### config.mk
export PLATFORM = sky130hd
export DESIGN_NAME = jtframe_rom_prog_flat
export DESIGN_NICKNAME = d
export VERILOG_FILES = /design/src/rtl/jtframe_rom_prog_pkg.sv /design/src/rtl/jtframe_rom_prog_if.sv /design/src/rtl/jtframe_rom_prog_bankmap.sv /design/src/rtl/jtframe_rom_prog.sv /design/src/flat_wrapper.sv
export SDC_FILE = /design/constraint.sdc
export NUM_CORES = 1
export LEC_CHECK = 0
export BUFFER_PORTS_ARGS = -buffer_cell sky130_fd_sc_hd__buf_2
export CORE_MARGIN = 2
export CORE_UTILIZATION = 45
export DETAILED_ROUTE_END_ITERATION = 10
export PLACE_DENSITY = 0.79
export SYNTH_ARGS = -nofsm -noshare
export SYNTH_HDL_FRONTEND = slang
export SYNTH_SLANG_ARGS = --single-unit
### constraint.sdc
create_clock -name clk -period 2.7 [get_ports clk]
set_clock_uncertainty 0.2 [all_clocks]
set_input_delay 0 -clock clk [delete_from_list [all_inputs] [get_ports clk]]
set_output_delay 0 -clock clk [all_outputs]
set_load 0.05 [all_outputs]
### src/rtl/jtframe_rom_prog_pkg.sv
// Shared definitions for the ROM download programmer and its bank mapper.
package jtframe_rom_pkg;

    localparam int BANK_CNT = 4;

    typedef enum logic [1:0] {
        IDLE = 2'd0,
        REQ  = 2'd1,
        WAIT = 2'd2
    } prog_st_t;

    // Active-low byte enables on the 16-bit SDRAM word
    localparam logic [1:0] MASK_LO = 2'b10;
    localparam logic [1:0] MASK_HI = 2'b01;

endpackage

### src/rtl/jtframe_rom_prog_if.sv
// SDRAM program-write port: request fields plus the ack/rdy handshake.
interface jtframe_rom_prog_if;

    logic        prog_we;
    logic [21:0] prog_addr;
    logic [15:0] prog_data;
    logic [1:0]  prog_mask;
    logic [1:0]  prog_ba;
    logic        prog_ack;
    logic        prog_rdy;

    modport master (
        output prog_we, prog_addr, prog_data, prog_mask, prog_ba,
        input  prog_ack, prog_rdy
    );

    modport slave (
        input  prog_we, prog_addr, prog_data, prog_mask, prog_ba,
        output prog_ack, prog_rdy
    );

endinterface

### src/rtl/jtframe_rom_prog_bankmap.sv
// Byte address to SDRAM bank and in-bank offset; highest matching start wins.
module jtframe_rom_bankmap #(
    parameter int OFFW = 27
) (
    input  logic [26:0]     addr,
    input  logic [26:0]     ba1_start,
    input  logic [26:0]     ba2_start,
    input  logic [26:0]     ba3_start,
    output logic [1:0]      ba,
    output logic [OFFW-1:0] off
);

    always_comb begin
        ba  = 2'd0;
        off = addr[OFFW-1:0];
        if (addr >= ba3_start) begin
            ba  = 2'd3;
            off = OFFW'(addr - ba3_start);
        end else if (addr >= ba2_start) begin
            ba  = 2'd2;
            off = OFFW'(addr - ba2_start);
        end else if (addr >= ba1_start) begin
            ba  = 2'd1;
            off = OFFW'(addr - ba1_start);
        end
    end

endmodule

### src/rtl/jtframe_rom_prog.sv
// Turns the download byte stream into masked 16-bit SDRAM program writes,
// with a one-entry skid buffer, rdy timeout and upstream busy indication.
module jtframe_rom_prog
    import jtframe_rom_pkg::*;
#(
    parameter logic [26:0] BA1_START = 27'h10_0000,
    parameter logic [26:0] BA2_START = 27'h20_0000,
    parameter logic [26:0] BA3_START = 27'h30_0000,
    parameter bit          SWAB      = 1'b0,
    parameter int          TOW       = 6
) (
    input  logic               rst,
    input  logic               clk,
    input  logic               downloading,
    input  logic               ioctl_rom_wr,
    input  logic [26:0]        ioctl_addr,
    input  logic [7:0]         ioctl_dout,
    jtframe_rom_prog_if.master prog,
    output logic               dwnld_busy,
    output logic               overflow,
    output logic               timeout
);

    // Timer loads one short of all-ones so WAIT lasts 2^TOW-1 cycles in total
    localparam logic [TOW-1:0] TO_LOAD = {{(TOW-1){1'b1}}, 1'b0};

    prog_st_t        st, st_nx;
    logic            issue, to_hit, enter_wait;
    logic            skid_v, skid_pop, skid_load, drop;
    logic [26:0]     skid_addr;
    logic [7:0]      skid_dout;
    logic [26:0]     src_addr;
    logic [7:0]      src_dout;
    logic [1:0]      map_ba;
    logic [22:0]     map_off;
    logic [TOW-1:0]  to_cnt;
    logic            dl_l, dl_rise;
    logic [21:0]     addr_r;
    logic [15:0]     data_r;
    logic [1:0]      mask_r, ba_r;

    assign src_addr = skid_v ? skid_addr : ioctl_addr;
    assign src_dout = skid_v ? skid_dout : ioctl_dout;

    jtframe_rom_bankmap #(.OFFW(23)) u_bankmap (
        .addr      (src_addr),
        .ba1_start (BA1_START),
        .ba2_start (BA2_START),
        .ba3_start (BA3_START),
        .ba        (map_ba),
        .off       (map_off)
    );

    always_ff @(posedge clk or posedge rst) begin
        if (rst) st <= IDLE;
        else     st <= st_nx;
    end

    always_comb begin
        st_nx      = st;
        issue      = 1'b0;
        to_hit     = 1'b0;
        enter_wait = 1'b0;
        case (st)
            IDLE: if (skid_v || ioctl_rom_wr) begin
                st_nx = REQ;
                issue = 1'b1;
            end
            REQ: if (prog.prog_ack) begin
                st_nx      = WAIT;
                enter_wait = 1'b1;
            end
            WAIT: if (prog.prog_rdy) begin
                st_nx = IDLE;
            end else if (to_cnt == '0) begin
                st_nx  = IDLE;
                to_hit = 1'b1;
            end
            default: st_nx = IDLE;
        endcase
    end

    // Skid: pop and push may coincide; a byte is only lost when full and busy
    assign skid_pop  = (st == IDLE) && skid_v;
    assign skid_load = ioctl_rom_wr && ((st != IDLE) || skid_v) && (!skid_v || skid_pop);
    assign drop      = ioctl_rom_wr && skid_v && !skid_pop;
    assign dl_rise   = downloading && !dl_l;

    always_ff @(posedge clk or posedge rst) begin
        if (rst) begin
            skid_v    <= 1'b0;
            skid_addr <= '0;
            skid_dout <= '0;
        end else if (skid_load) begin
            skid_v    <= 1'b1;
            skid_addr <= ioctl_addr;
            skid_dout <= ioctl_dout;
        end else if (skid_pop) begin
            skid_v    <= 1'b0;
        end
    end

    always_ff @(posedge clk or posedge rst) begin
        if (rst) begin
            addr_r <= '0;
            data_r <= '0;
            mask_r <= '0;
            ba_r   <= '0;
        end else if (issue) begin
            addr_r <= map_off[22:1];
            data_r <= {src_dout, src_dout};
            mask_r <= (map_off[0] ^ SWAB) ? MASK_HI : MASK_LO;
            ba_r   <= map_ba;
        end
    end

    always_ff @(posedge clk or posedge rst) begin
        if (rst) begin
            to_cnt <= '0;
        end else if (enter_wait) begin
            to_cnt <= TO_LOAD;
        end else if (st == WAIT && to_cnt != '0) begin
            to_cnt <= to_cnt - 1'b1;
        end
    end

    always_ff @(posedge clk or posedge rst) begin
        if (rst) begin
            dl_l       <= 1'b0;
            overflow   <= 1'b0;
            timeout    <= 1'b0;
            dwnld_busy <= 1'b0;
        end else begin
            dl_l       <= downloading;
            overflow   <= (overflow && !dl_rise) || drop;
            timeout    <= (timeout  && !dl_rise) || to_hit;
            dwnld_busy <= downloading || (st != IDLE) || skid_v;
        end
    end

    assign prog.prog_we   = (st == REQ);
    assign prog.prog_addr = addr_r;
    assign prog.prog_data = data_r;
    assign prog.prog_mask = mask_r;
    assign prog.prog_ba   = ba_r;

endmodule

### src/flat_wrapper.sv
// flat-port wrapper written by rule: the top's interface ports become plain ports
module jtframe_rom_prog_flat import jtframe_rom_pkg::*;
#(
    parameter logic [26:0] BA1_START = 27'h10_0000,
    parameter logic [26:0] BA2_START = 27'h20_0000,
    parameter logic [26:0] BA3_START = 27'h30_0000,
    parameter bit          SWAB      = 1'b0,
    parameter int          TOW       = 6
)
  (rst, clk, downloading, ioctl_rom_wr, ioctl_addr, ioctl_dout, dwnld_busy, overflow, timeout, prog_prog_we, prog_prog_addr, prog_prog_data, prog_prog_mask, prog_prog_ba, prog_prog_ack, prog_prog_rdy);
  jtframe_rom_prog_if prog_i ();
  input  logic rst;
  input  logic clk;
  input  logic downloading;
  input  logic ioctl_rom_wr;
  input  logic [26:0] ioctl_addr;
  input  logic [7:0] ioctl_dout;
  output logic dwnld_busy;
  output logic overflow;
  output logic timeout;
  output wire logic [$bits(prog_i.prog_we)-1:0] prog_prog_we;
  output wire logic [$bits(prog_i.prog_addr)-1:0] prog_prog_addr;
  output wire logic [$bits(prog_i.prog_data)-1:0] prog_prog_data;
  output wire logic [$bits(prog_i.prog_mask)-1:0] prog_prog_mask;
  output wire logic [$bits(prog_i.prog_ba)-1:0] prog_prog_ba;
  input wire logic [$bits(prog_i.prog_ack)-1:0] prog_prog_ack;
  input wire logic [$bits(prog_i.prog_rdy)-1:0] prog_prog_rdy;
  assign prog_prog_we = prog_i.prog_we;
  assign prog_prog_addr = prog_i.prog_addr;
  assign prog_prog_data = prog_i.prog_data;
  assign prog_prog_mask = prog_i.prog_mask;
  assign prog_prog_ba = prog_i.prog_ba;
  assign prog_i.prog_ack = prog_prog_ack;
  assign prog_i.prog_rdy = prog_prog_rdy;
  jtframe_rom_prog #(.BA1_START(BA1_START), .BA2_START(BA2_START), .BA3_START(BA3_START), .SWAB(SWAB), .TOW(TOW)) u_core (.rst(rst), .clk(clk), .downloading(downloading), .ioctl_rom_wr(ioctl_rom_wr), .ioctl_addr(ioctl_addr), .ioctl_dout(ioctl_dout), .prog(prog_i), .dwnld_busy(dwnld_busy), .overflow(overflow), .timeout(timeout));
endmodule
==> key figures <==
Timing
  • RSZ-0062 raised after global routing: no
  • Fin crit period: 2484 ps
  • Final setup viols: 0
  • Final worst-path cycle share: 0.9200
  • Max_slew headroom: 0.4855
  • Fmax: 0.4026 GHz
  • Slew Limit Fails: 0
  • Final hold viol count: 0
  • Setup TNS: 0 ps
  • Worst-margin pin slew: 770.9 ps

Critical path
  • Maximum fanout along the worst path: 9
  • Worst r2r src: u_core.skid_v
  • Critical Path Source Type: flip-flop
  • Critical Path End Type: flip-flop
  • Kind of critical path: flip-flop to flip-flop
  • WP data arrival: 2530 ps
  • Worst Setup SP: u_core.skid_v
  • Worst path required time: 2740 ps

Yosys
  • Sequential cell area fraction in the yosys report: 0.5057
  • Post-Syn Area per Cell: 11.69 sq um
  • Flip-flop and latch count after synthesis: 82
  • FFs w/ async S/R, synth: 1.000
  • Yosys warns: 0
  • Post-Synthesis Cell Area: 4058 sq um
  • Net count after synthesis: 397
  • Leading area contributor after synthesis: dfrtp_1
  • Cell variety after synth: 54
  • Post-synth EDFFs: 0
  • Top cells by area, synth: dfrtp_1, mux2_2, mux2i_1, o21ai_0, nand2_1
  • Ys flop type: dfrtp_1
  • Yosys top cell area share: 0.5057
  • Most frequent cell after synthesis: dfrtp_1
  • Cells after Synth: 347
  • Commonest cells in the netlist: dfrtp_1, nand2_1, mux2_2

Detailed routing
  • Iter 0 DRT Violations: 145
  • Pre-antenna DRT Iters: 4
  • ANT nets after route: 0
  • Vias per inst: 5.320
  • WL final: 9125 microns
  • Wirelength per Cell: 15.60 microns
  • Vias: 3112
  • Post-route DRC: 0

Worst hold path
  • Hold Path Class: input port to asynchronous set/reset pin

Placement
  • Hpwl dp: 6495 microns
  • GPL Wtd Cong: 0.8779
  • IO buf count: 86

Power and ir drop
  • Cell Pwr Density: 1313 nW/um^2
  • P_leak: 2.362 nW
  • Maximum VDD drop: 606.0 uV
  • Total Power: 6.773 mW

Global route
  • First-pass GRT wire length: 15150 microns
  • Vias in the first global route: 3194
  • Largest net degree at the start of global routing: 44
  • Global Route Usage Sum: 0.1931
  • Global route total overflow: 0
  • Initial antenna violation count: 0

Die
  • Die Area: 9792 sq um
  • Num rows: 34
  • Initial core utilization: 0.4653
  • Ports: 87
  • Core box area: 8721 sq um
  • Die height: 98.96 microns
  • Die Width: 98.96 microns

Run status
  • Outcome: finished, final reports clean

Clock network
  • Skew-Pair Late Insertion Delay: 350 ps
  • CTS Buf Count: 9
  • Maximum root-to-sink buffer count: 2
  • Setup Buffers After CTS: 0
  • Root Buffer: clkbuf_8
  • Clk slew on worst S/H paths: 90 ps
  • H-tree levels: 3
  • CTS tree: yes
  • Clock sinks: 82

Finish
  • Final Util: 0.5914
  • Multi-input combinational cell area: 1857 sq um
  • Antenna cells: 0
  • Final Net Count: 522
  • Share of layout cells above drive strength 1: 0.3522
  • P&R area growth vs syn: 27.10%
  • # fillers: 709
  • Flip-flop and latch area: 2053 sq um

Job
  • Total of max-cap violations: 0
flip-flops by register name, summed over array words and instances, names as in the netlist:
register / count
u_core.skid_dout: 8
u_core.skid_addr: 27
u_core.timeout: 1
u_core.skid_v: 1
u_core.prog.prog_ba: 2
u_core.overflow: 1
u_core.to_cnt: 6
u_core.prog.prog_addr: 22
u_core.dwnld_busy: 1
u_core.dl_l: 1
u_core.st: 2
u_core.prog.prog_data: 8
u_core.prog.prog_mask: 2
per-stage QoR:
step,worst slack (ps),cell area (sq um),hold WS (ps),cells
4_1_cts,199.8,5157,113.2,585
5_1_grt,30.23,5157,123.5,585
6_report,216.0,5157,108.6,585
3_3_place_gp,351.8,4578,-59.34,529
3_5_place_dp,217.4,4578,-54.50,529
2_1_floorplan,241.4,4058,-168.6,347
worst max-delay path: stages, from the launching register on:
cell and delay (ps):
dfrtp_2 500, buf_4 200, nor4_1 350, nand3_1 230
a221oi_2 360, o221a_2 280, mux2i_1 190, nand2_1 70
timing repair:
item / in CTS / in global routing
gates resized for setup: 0 / 0
endpoints found under the hold margin: 122 / 0
hold buffers: 40 / 0
area by class of cell:
type / count / share of cell area
flip-flops and latches: 82 / 0.3981
multi-input cells: 236 / 0.3600
repair buffers: 136 / 0.1756
well taps: 108 / 0.02620
clock buffers: 9 / 0.02402
clock inverters: 7 / 0.01067
inverters: 7 / 0.005337
logic make-up after synthesis:
logic type | count (synthesis) | synth area share
compound gates | 61 | 0.1015
xor+xnor | 7 | 0.01511
fa+ha+maj | 10 | 0.03022
buf+inv | 29 | 0.03947
flops | 82 | 0.5057
mux | 70 | 0.1918
simple gates | 88 | 0.1162
power by group:
part           total [mW]  internal, mW  switching, mW
sequential           2.22          1.81          0.404
clock               0.817         0.338          0.479
combinational        3.74          1.33           2.41
total                6.77          3.48           3.29
cell usage in the layout, fill, tap and decap left out, types with 7 or more instances in the layout:
cell type / count
buf_2: 86
buf_4: 10
clkbuf_8: 9
dfrtp_1: 81
dlygate4sd3_1: 40
ha_1: 9
mux2_2: 38
mux2i_1: 29
nand2_1: 41
nor2_1: 15
nor4_1: 7
o21ai_0: 32
metal layers:
| layer | GRT usage | vias up | wire (microns) |
|---|---|---|---|
| met1 | 0.2560 | 1492 | 4186 |
| met3 | 0.03688 | 24 | 452 |
| met5 | 0 | - | 0 |
| met4 | 0.07165 | 0 | 247 |
| met2 | 0.3165 | 108 | 4239 |
| li1 | - | 1488 | - |
path summary, 6_finish.rpt:
check	endpoint	slack [ps]	cells past startpoint
min	u_core.skid_addr[4]	110	3
min reg2reg	u_core.prog.prog_addr[18]	280	2
min in group clk	u_core.dl_l	120	2
max in group asynchronous	u_core.timeout	1420	4
max reg2reg	u_core.prog.prog_addr[19]	220	7
max	u_core.prog.prog_addr[19]	220	7
Power figures use the tool's default switching activity.
